File: src/rtl/text_console_pkg.sv
// Purpose: shared constants, control codes and state types for the text console writer.
// Latency: n/a (declarations only).
// Backpressure: n/a.
package text_console_pkg;

  localparam int COLS   = 80;
  localparam int ROWS   = 60;
  localparam int CELLS  = COLS * ROWS;
  localparam int ADDR_W = 13;

  localparam logic [7:0] BLANK    = 8'h20;
  localparam logic [7:0] CH_LF    = 8'h0A;
  localparam logic [7:0] CH_CR    = 8'h0D;
  localparam logic [7:0] CH_BS    = 8'h08;
  localparam logic [7:0] CH_FF    = 8'h0C;
  localparam logic [7:0] PRINT_LO = 8'h20;
  localparam logic [7:0] PRINT_HI = 8'h7E;

  typedef enum logic [1:0] {
    ST_IDLE,
    ST_WRITE,
    ST_CLEAR
  } state_e;

  typedef enum logic [2:0] {
    CUR_NONE,
    CUR_ADVANCE,
    CUR_NEWLINE,
    CUR_CR,
    CUR_BACK,
    CUR_HOME
  } cursor_op_e;

  function automatic logic is_printable(input logic [7:0] c);
    return (c >= PRINT_LO) && (c <= PRINT_HI);
  endfunction

endpackage

File: src/rtl/text_cursor_tracker.sv
// Purpose: row/col cursor with advance, newline, CR, backspace and home; emits row*COLS+col.
// Latency: one cycle from op to updated addr (registered).
// Backpressure: none; accepts one op every cycle.
module text_cursor_tracker
  import text_console_pkg::*;
#(
  parameter int COLS = text_console_pkg::COLS,
  parameter int ROWS = text_console_pkg::ROWS
) (
  input  logic              clk,
  input  logic              reset,
  input  cursor_op_e        op,
  output logic [ADDR_W-1:0] addr
);

  localparam int COL_W = $clog2(COLS);
  localparam int ROW_W = $clog2(ROWS);
  localparam logic [COL_W-1:0] COL_MAX = COL_W'(COLS - 1);
  localparam logic [ROW_W-1:0] ROW_MAX = ROW_W'(ROWS - 1);

  logic [COL_W-1:0]  col_q, col_d;
  logic [ROW_W-1:0]  row_q, row_d;
  logic [ADDR_W-1:0] addr_q, addr_d;
  logic [ROW_W-1:0]  row_inc, row_dec;

  // Row neighbours with page wrap; there is no scrolling, the page is a torus.
  assign row_inc = (row_q == ROW_MAX) ? '0 : row_q + ROW_W'(1);
  assign row_dec = (row_q == '0) ? ROW_MAX : row_q - ROW_W'(1);

  // Apply the requested cursor operation and precompute the linear address.
  always_comb begin
    col_d = col_q;
    row_d = row_q;
    case (op)
      CUR_ADVANCE: begin
        if (col_q == COL_MAX) begin
          col_d = '0;
          row_d = row_inc;
        end else begin
          col_d = col_q + COL_W'(1);
        end
      end
      CUR_NEWLINE: begin
        col_d = '0;
        row_d = row_inc;
      end
      CUR_CR: begin
        col_d = '0;
      end
      CUR_BACK: begin
        if (col_q == '0) begin
          col_d = COL_MAX;
          row_d = row_dec;
        end else begin
          col_d = col_q - COL_W'(1);
        end
      end
      CUR_HOME: begin
        col_d = '0;
        row_d = '0;
      end
      default: ;
    endcase
    addr_d = ADDR_W'(row_d) * ADDR_W'(COLS) + ADDR_W'(col_d);
  end

  // Cursor state register; the linear address is kept registered alongside row/col.
  always_ff @(posedge clk) begin
    if (reset) begin
      col_q  <= '0;
      row_q  <= '0;
      addr_q <= '0;
    end else begin
      col_q  <= col_d;
      row_q  <= row_d;
      addr_q <= addr_d;
    end
  end

  assign addr = addr_q;

endmodule

File: src/rtl/text_console_writer.sv
// Purpose: ASCII stream to 80x60 text page writer with LF/CR/BS/FF handling; optional page clear under TEXT_WRITER_CLEAR_EN.
// Latency: printable byte written one cycle after acceptance when disp is low; ready again two cycles after acceptance.
// Backpressure: char_ready only in IDLE; memory writes stall (no skip) while disp is high.
module text_console_writer
  import text_console_pkg::*;
#(
  parameter int         COLS       = text_console_pkg::COLS,
  parameter int         ROWS       = text_console_pkg::ROWS,
  parameter logic [7:0] BLANK_CHAR = 8'h20
) (
  input  logic              CLOCK_50,
  input  logic              reset,
  input  logic              char_valid,
  input  logic [7:0]        char_data,
  output logic              char_ready,
  input  logic              disp,
  output logic [ADDR_W-1:0] mem_addr,
  output logic [7:0]        mem_data,
  output logic              mem_we,
  output logic [ADDR_W-1:0] cursor_addr,
  output logic              busy
);

`ifdef TEXT_WRITER_CLEAR_EN
  localparam int     CELL_CNT    = COLS * ROWS;
  localparam state_e RESET_STATE = ST_CLEAR;
  logic [ADDR_W-1:0] clr_q, clr_d;
`else
  localparam state_e RESET_STATE = ST_IDLE;
`endif

  state_e            state_q, state_d;
  logic              mem_we_q, mem_we_d;
  logic [ADDR_W-1:0] mem_addr_q, mem_addr_d;
  logic [7:0]        mem_data_q, mem_data_d;
  cursor_op_e        cur_op;
  logic              accept;

  assign char_ready = (state_q == ST_IDLE) && !reset;
  assign accept     = char_valid && char_ready;
  assign busy       = (state_q != ST_IDLE);

  text_cursor_tracker #(
    .COLS (COLS),
    .ROWS (ROWS)
  ) u_cursor (
    .clk   (CLOCK_50),
    .reset (reset),
    .op    (cur_op),
    .addr  (cursor_addr)
  );

  // Next-state, cursor op and write-port decisions. The write decision is taken
  // from disp one cycle early so that mem_we/mem_addr/mem_data leave flops.
  always_comb begin
    state_d    = state_q;
    mem_we_d   = 1'b0;
    mem_addr_d = mem_addr_q;
    mem_data_d = mem_data_q;
    cur_op     = CUR_NONE;
`ifdef TEXT_WRITER_CLEAR_EN
    clr_d      = clr_q;
`endif
    case (state_q)
      ST_IDLE: begin
        if (accept) begin
          if (is_printable(char_data)) begin
            state_d    = ST_WRITE;
            mem_addr_d = cursor_addr;
            mem_data_d = char_data;
            mem_we_d   = !disp;
            cur_op     = CUR_ADVANCE;
          end else begin
            case (char_data)
              CH_LF: cur_op = CUR_NEWLINE;
              CH_CR: cur_op = CUR_CR;
              CH_BS: begin
                // Linear decrement matches the col-0 -> previous-row wrap.
                if (cursor_addr != '0) begin
                  state_d    = ST_WRITE;
                  mem_addr_d = cursor_addr - ADDR_W'(1);
                  mem_data_d = BLANK_CHAR;
                  mem_we_d   = !disp;
                  cur_op     = CUR_BACK;
                end
              end
              CH_FF: begin
`ifdef TEXT_WRITER_CLEAR_EN
                state_d = ST_CLEAR;
                clr_d   = '0;
`endif
                cur_op  = CUR_HOME;
              end
              default: ;
            endcase
          end
        end
      end
      ST_WRITE: begin
        // mem_we_q high means the single pulse is already out.
        if (mem_we_q) begin
          state_d = ST_IDLE;
        end else if (!disp) begin
          mem_we_d = 1'b1;
        end
      end
`ifdef TEXT_WRITER_CLEAR_EN
      ST_CLEAR: begin
        if (!disp) begin
          mem_we_d   = 1'b1;
          mem_addr_d = clr_q;
          mem_data_d = BLANK_CHAR;
          if (clr_q == ADDR_W'(CELL_CNT - 1)) begin
            state_d = ST_IDLE;
            cur_op  = CUR_HOME;
          end else begin
            clr_d = clr_q + ADDR_W'(1);
          end
        end
      end
`endif
      default: state_d = ST_IDLE;
    endcase
  end

  // State and registered write port; reset aborts any pending write.
  always_ff @(posedge CLOCK_50) begin
    if (reset) begin
      state_q    <= RESET_STATE;
      mem_we_q   <= 1'b0;
      mem_addr_q <= '0;
      mem_data_q <= BLANK_CHAR;
`ifdef TEXT_WRITER_CLEAR_EN
      clr_q      <= '0;
`endif
    end else begin
      state_q    <= state_d;
      mem_we_q   <= mem_we_d;
      mem_addr_q <= mem_addr_d;
      mem_data_q <= mem_data_d;
`ifdef TEXT_WRITER_CLEAR_EN
      clr_q      <= clr_d;
`endif
    end
  end

  assign mem_we   = mem_we_q;
  assign mem_addr = mem_addr_q;
  assign mem_data = mem_data_q;

endmodule
File: config.mk
export PLATFORM = sky130hd
export DESIGN_NAME = text_console_writer
export DESIGN_NICKNAME = d
export VERILOG_FILES = /design/src/rtl/text_console_pkg.sv /design/src/rtl/text_cursor_tracker.sv /design/src/rtl/text_console_writer.sv
export SDC_FILE = /design/constraint.sdc
export NUM_CORES = 1
export LEC_CHECK = 0
export CORE_MARGIN = 10
export CORE_UTILIZATION = 45
export CTS_CLUSTER_DIAMETER = 100
export DETAILED_ROUTE_END_ITERATION = 7
export DONT_BUFFER_PORTS = 1
export SETUP_SLACK_MARGIN = 0.15
export SYNTH_ARGS = -nofsm -noshare
export SYNTH_HDL_FRONTEND = slang
export SYNTH_HIERARCHICAL = 1
export SYNTH_SLANG_ARGS = --single-unit
File: constraint.sdc
create_clock -name CLOCK_50 -period 7.2 [get_ports CLOCK_50]
set_clock_uncertainty 0.1 [all_clocks]
set_input_delay 1.44 -clock CLOCK_50 [delete_from_list [all_inputs] [get_ports CLOCK_50]]
set_output_delay 1.44 -clock CLOCK_50 [all_outputs]
set_load 0.005 [all_outputs]
==> impl_results.md <==
- Max-slew violations: 0
- Slew @ Worst Pin: 1.08 ns
- Cell row count: 30
- Post-CTS Hold Buffers: 0
- Rel. slew slack: 0.280
- First-iteration detailed-routing DRC count: 230
- CTS Sinks: 45
- CORE AREA: approximately 0.0068 mm^2
- Die area: ~0.011 mm^2
- Starting density of the core: 0.464
- Routed vias/inst: 5.77
- Post-synthesis cell area: 0.00315 mm^2
- Clock Path Buffers: 2
- Die height: 104 um
- Switch Pwr: 130 uW
- Root Buffer: clkbuf_8
- Post-CTS Resized: 0
- RSZ-0062 raised after global routing: false
- Synth unique cells: 72
- EDFF count, synth: 0
- Setup crit start kind: input port
- CTS Buf Count: 5
- Pint: 346 uW
- Routed wire length: 7630 um
- Synth top area share: 0.286
- Top achievable clock speed: 0.159 GHz
- Comb power frac: 0.107
- Switching fraction of total power: 0.274
- Area delta synth->final: 3.10%
- Synth top area cells: dfxtp_1, ha_1, nor2_1, a21oi_1, o21ai_0
- Drt pass-1 iters: 5
- Mapped Cells: 388
- Die Width: approximately 100 um
- Syn_nets: 421
- Yosys reg bits: 45
- GRT Total Usage: 0.137
- Fin util: 0.478
- Peak VDD IR: 0.0786 mV
- Post-DRT Antenna Nets: 0
- Ant. Diodes: 0
- Grt peak-use layer: met2
- Hold Crit Class: flop to flop
- Clock transition at path regs: around 0.090 ns
- Status: finished clean
- Final worst path period need: 6.30 ns
- Power share of the clock group: 0.345
- Max-cap violation count: 0
- # IOs: 49
- CP arrival: about 6.4 ns
- Vias in the first global route: approximately 2500
- Average cell area after synthesis: 8.12 um^2
- Port Buffers: 0
- Grt total ovfl: 0
- H-tree depth: 2
- Clk Latency, worst-skew pair: 0.30 ns
- First-pass GRT wire length: approximately 13000 um
- Vias: 2725
- Met3 Use GR: 0.0508
- Asr flop ratio synth: 0
- Met1 usage: 0.165
- Seq/Total Area, Yosys: 0.286
- Synth area leader: dfxtp_1
- Final setup fails: 0
- CTS tree: yes
- Post-route DRC: 0
- Met2 usage: 0.223
- Worst-path fanout max: 10
- Fin crit share: 0.875
- Initial antenna violation count: 0
- Hold path cells: 2
- Synth warn: 6
- HPWL after DPL: 5770 um
- Post-synth top flop: dfxtp_1
- Share of cells above drive strength 1: 0.114
- Largest net degree at the start of global routing: 43
- Critical path class: input port to flop
- Cells on worst reg2reg path: 19
- WL per Instance: between 15 and 20 um
- P_leak: 0.00121 uW
- Pwr Density: 146 mW/mm^2
- Post-CTS Setup Inserts: 0
- Final Hold Viols: 0
- TNS Setup: 0 ns
- Gpl congestion: slightly below 0.9
- CP required: 7.33 ns
- Total power draw: about 480 uW
- Flop pwr share: 0.548
- Nets: 408
- Crit end category: flop
==> per-layer routing <==
layer | wire length, um | part of all wire
met1 | 3310 | 0.43
met2 | 3490 | 0.46
met3 | 720 | 0.094
met4 | 112 | 0.015
met5 | 0 | 0
==> synth_stat cells (all sizes together) (3+ instances only) <==
| cell type | instances |
|---|---|
| nor3b | 7 |
| nor2b | 9 |
| a211oi | 15 |
| or2 | 5 |
| o21ai | 20 |
| and3 | 4 |
| nor3 | 17 |
| nand2 | 25 |
| or3b | 4 |
| a31oi | 6 |
| nand3 | 9 |
| nand2b | 7 |
| xor2 | 7 |
| o211ai | 4 |
| nor2 | 50 |
| xnor2 | 10 |
| ha | 19 |
| buf | 11 |
| dfxtp | 45 |
| inv | 19 |
| nor4 | 7 |
| a21oi | 22 |
| a22oi | 8 |
| and2 | 5 |
| or4 | 3 |
| clkbuf | 10 |
==> registers in the layout, summed over array words and instances (netlist names), named ones only <==
signal          cells
mem_addr           13
u_cursor/addr       9
mem_data            8
u_cursor/row_q      6
u_cursor/col_q      3
mem_we              1
state_q             1
==> worst paths after layout <==
path	start	endpoint	slack [ns]
min	mem_addr[0]	mem_addr[0]	0.37
max	char_data[5]	u_cursor/addr[12]	0.90
max reg2reg	flop	u_cursor/addr[12]	1.70
min reg2reg	mem_addr[0]	mem_addr[0]	0.37
==> per-stage QoR <==
| stage | hold WS [ns] | area (um^2) | cells | worst slack [ns] |
|---|---|---|---|---|
| after floorplan | 0.348 | 3150 | 388 | 1.41 |
| after global placement | 0.363 | 3150 | 464 | 0.720 |
| after detailed placement | 0.364 | 3150 | 464 | 0.594 |
| after CTS | 0.378 | 3250 | 472 | 0.892 |
| after global routing | 0.388 | 3250 | 472 | 0.308 |
| final | 0.373 | 3250 | 472 | 0.901 |
==> power groups by stage <==
| stage | Combinational [uW] | Clock, uW | Sequential [uW] |
|---|---|---|---|
| after floorplan | 47.7 | 0 | 264 |
| after global placement | 50.5 | 0 | 267 |
| after detailed placement | 50.9 | 0 | 267 |
| after CTS | 51.2 | 171 | 261 |
| after global routing | 56.8 | 179 | 262 |
| final | 51.0 | 164 | 261 |
==> worst max-delay path, cell delays in order <==
cell and delay, ns:
o21bai_1 0.29, a21o_1 0.33, nand4_1 0.17, nor3_1 0.65, inv_1 0.13, ha_1 0.24
a21oi_1 0.47, nor2_1 0.23, o21ai_0 0.16, nand2_1 0.08, o21ai_0 0.19, ha_1 0.31
ha_1 0.23, fa_1 0.41, xor2_1 0.22, nand2_1 0.12, or2_2 0.30, nor3_1 0.20
o21ai_0 0.12, mux2i_1 0.14
==> placed cells by master, fill, tap and decap left out, types with 9 or more instances in the layout <==
cell / Yosys / routed
a21oi_1: 21 / 21
dfxtp_1: 45 / 45
ha_1: 19 / 19
inv_1: 19 / 19
nand2_1: 25 / 25
nand3_1: 9 / 9
nor2_1: 44 / 44
nor2b_1: 9 / 9
nor3_1: 16 / 16
o21ai_0: 20 / 20
xnor2_1: 10 / 10
==> layout make-up <==
cell class              instances  area (um^2)
fillers                       692         3550
multi-input cells             303         2050
flip-flops and latches         45          901
well taps                      96          120
inverters                      19         71.3
clock buffers                   5         68.8
clock inverters                 3         25.0
repair buffers                  1         7.51
==> cells by family after synthesis <==
kind of cell               Yosys count  share of synthesized area
and+or+nand+nor                    158                      0.266
AOI/OAI and AO/OA                  105                      0.245
DFF                                 45                      0.286
buffers and inverters               40                     0.0620
adders and majority gates           21                     0.0882
xor gates and xnor gates            17                     0.0473
muxes                                2                    0.00635
Power figures use the tool's default switching activity.
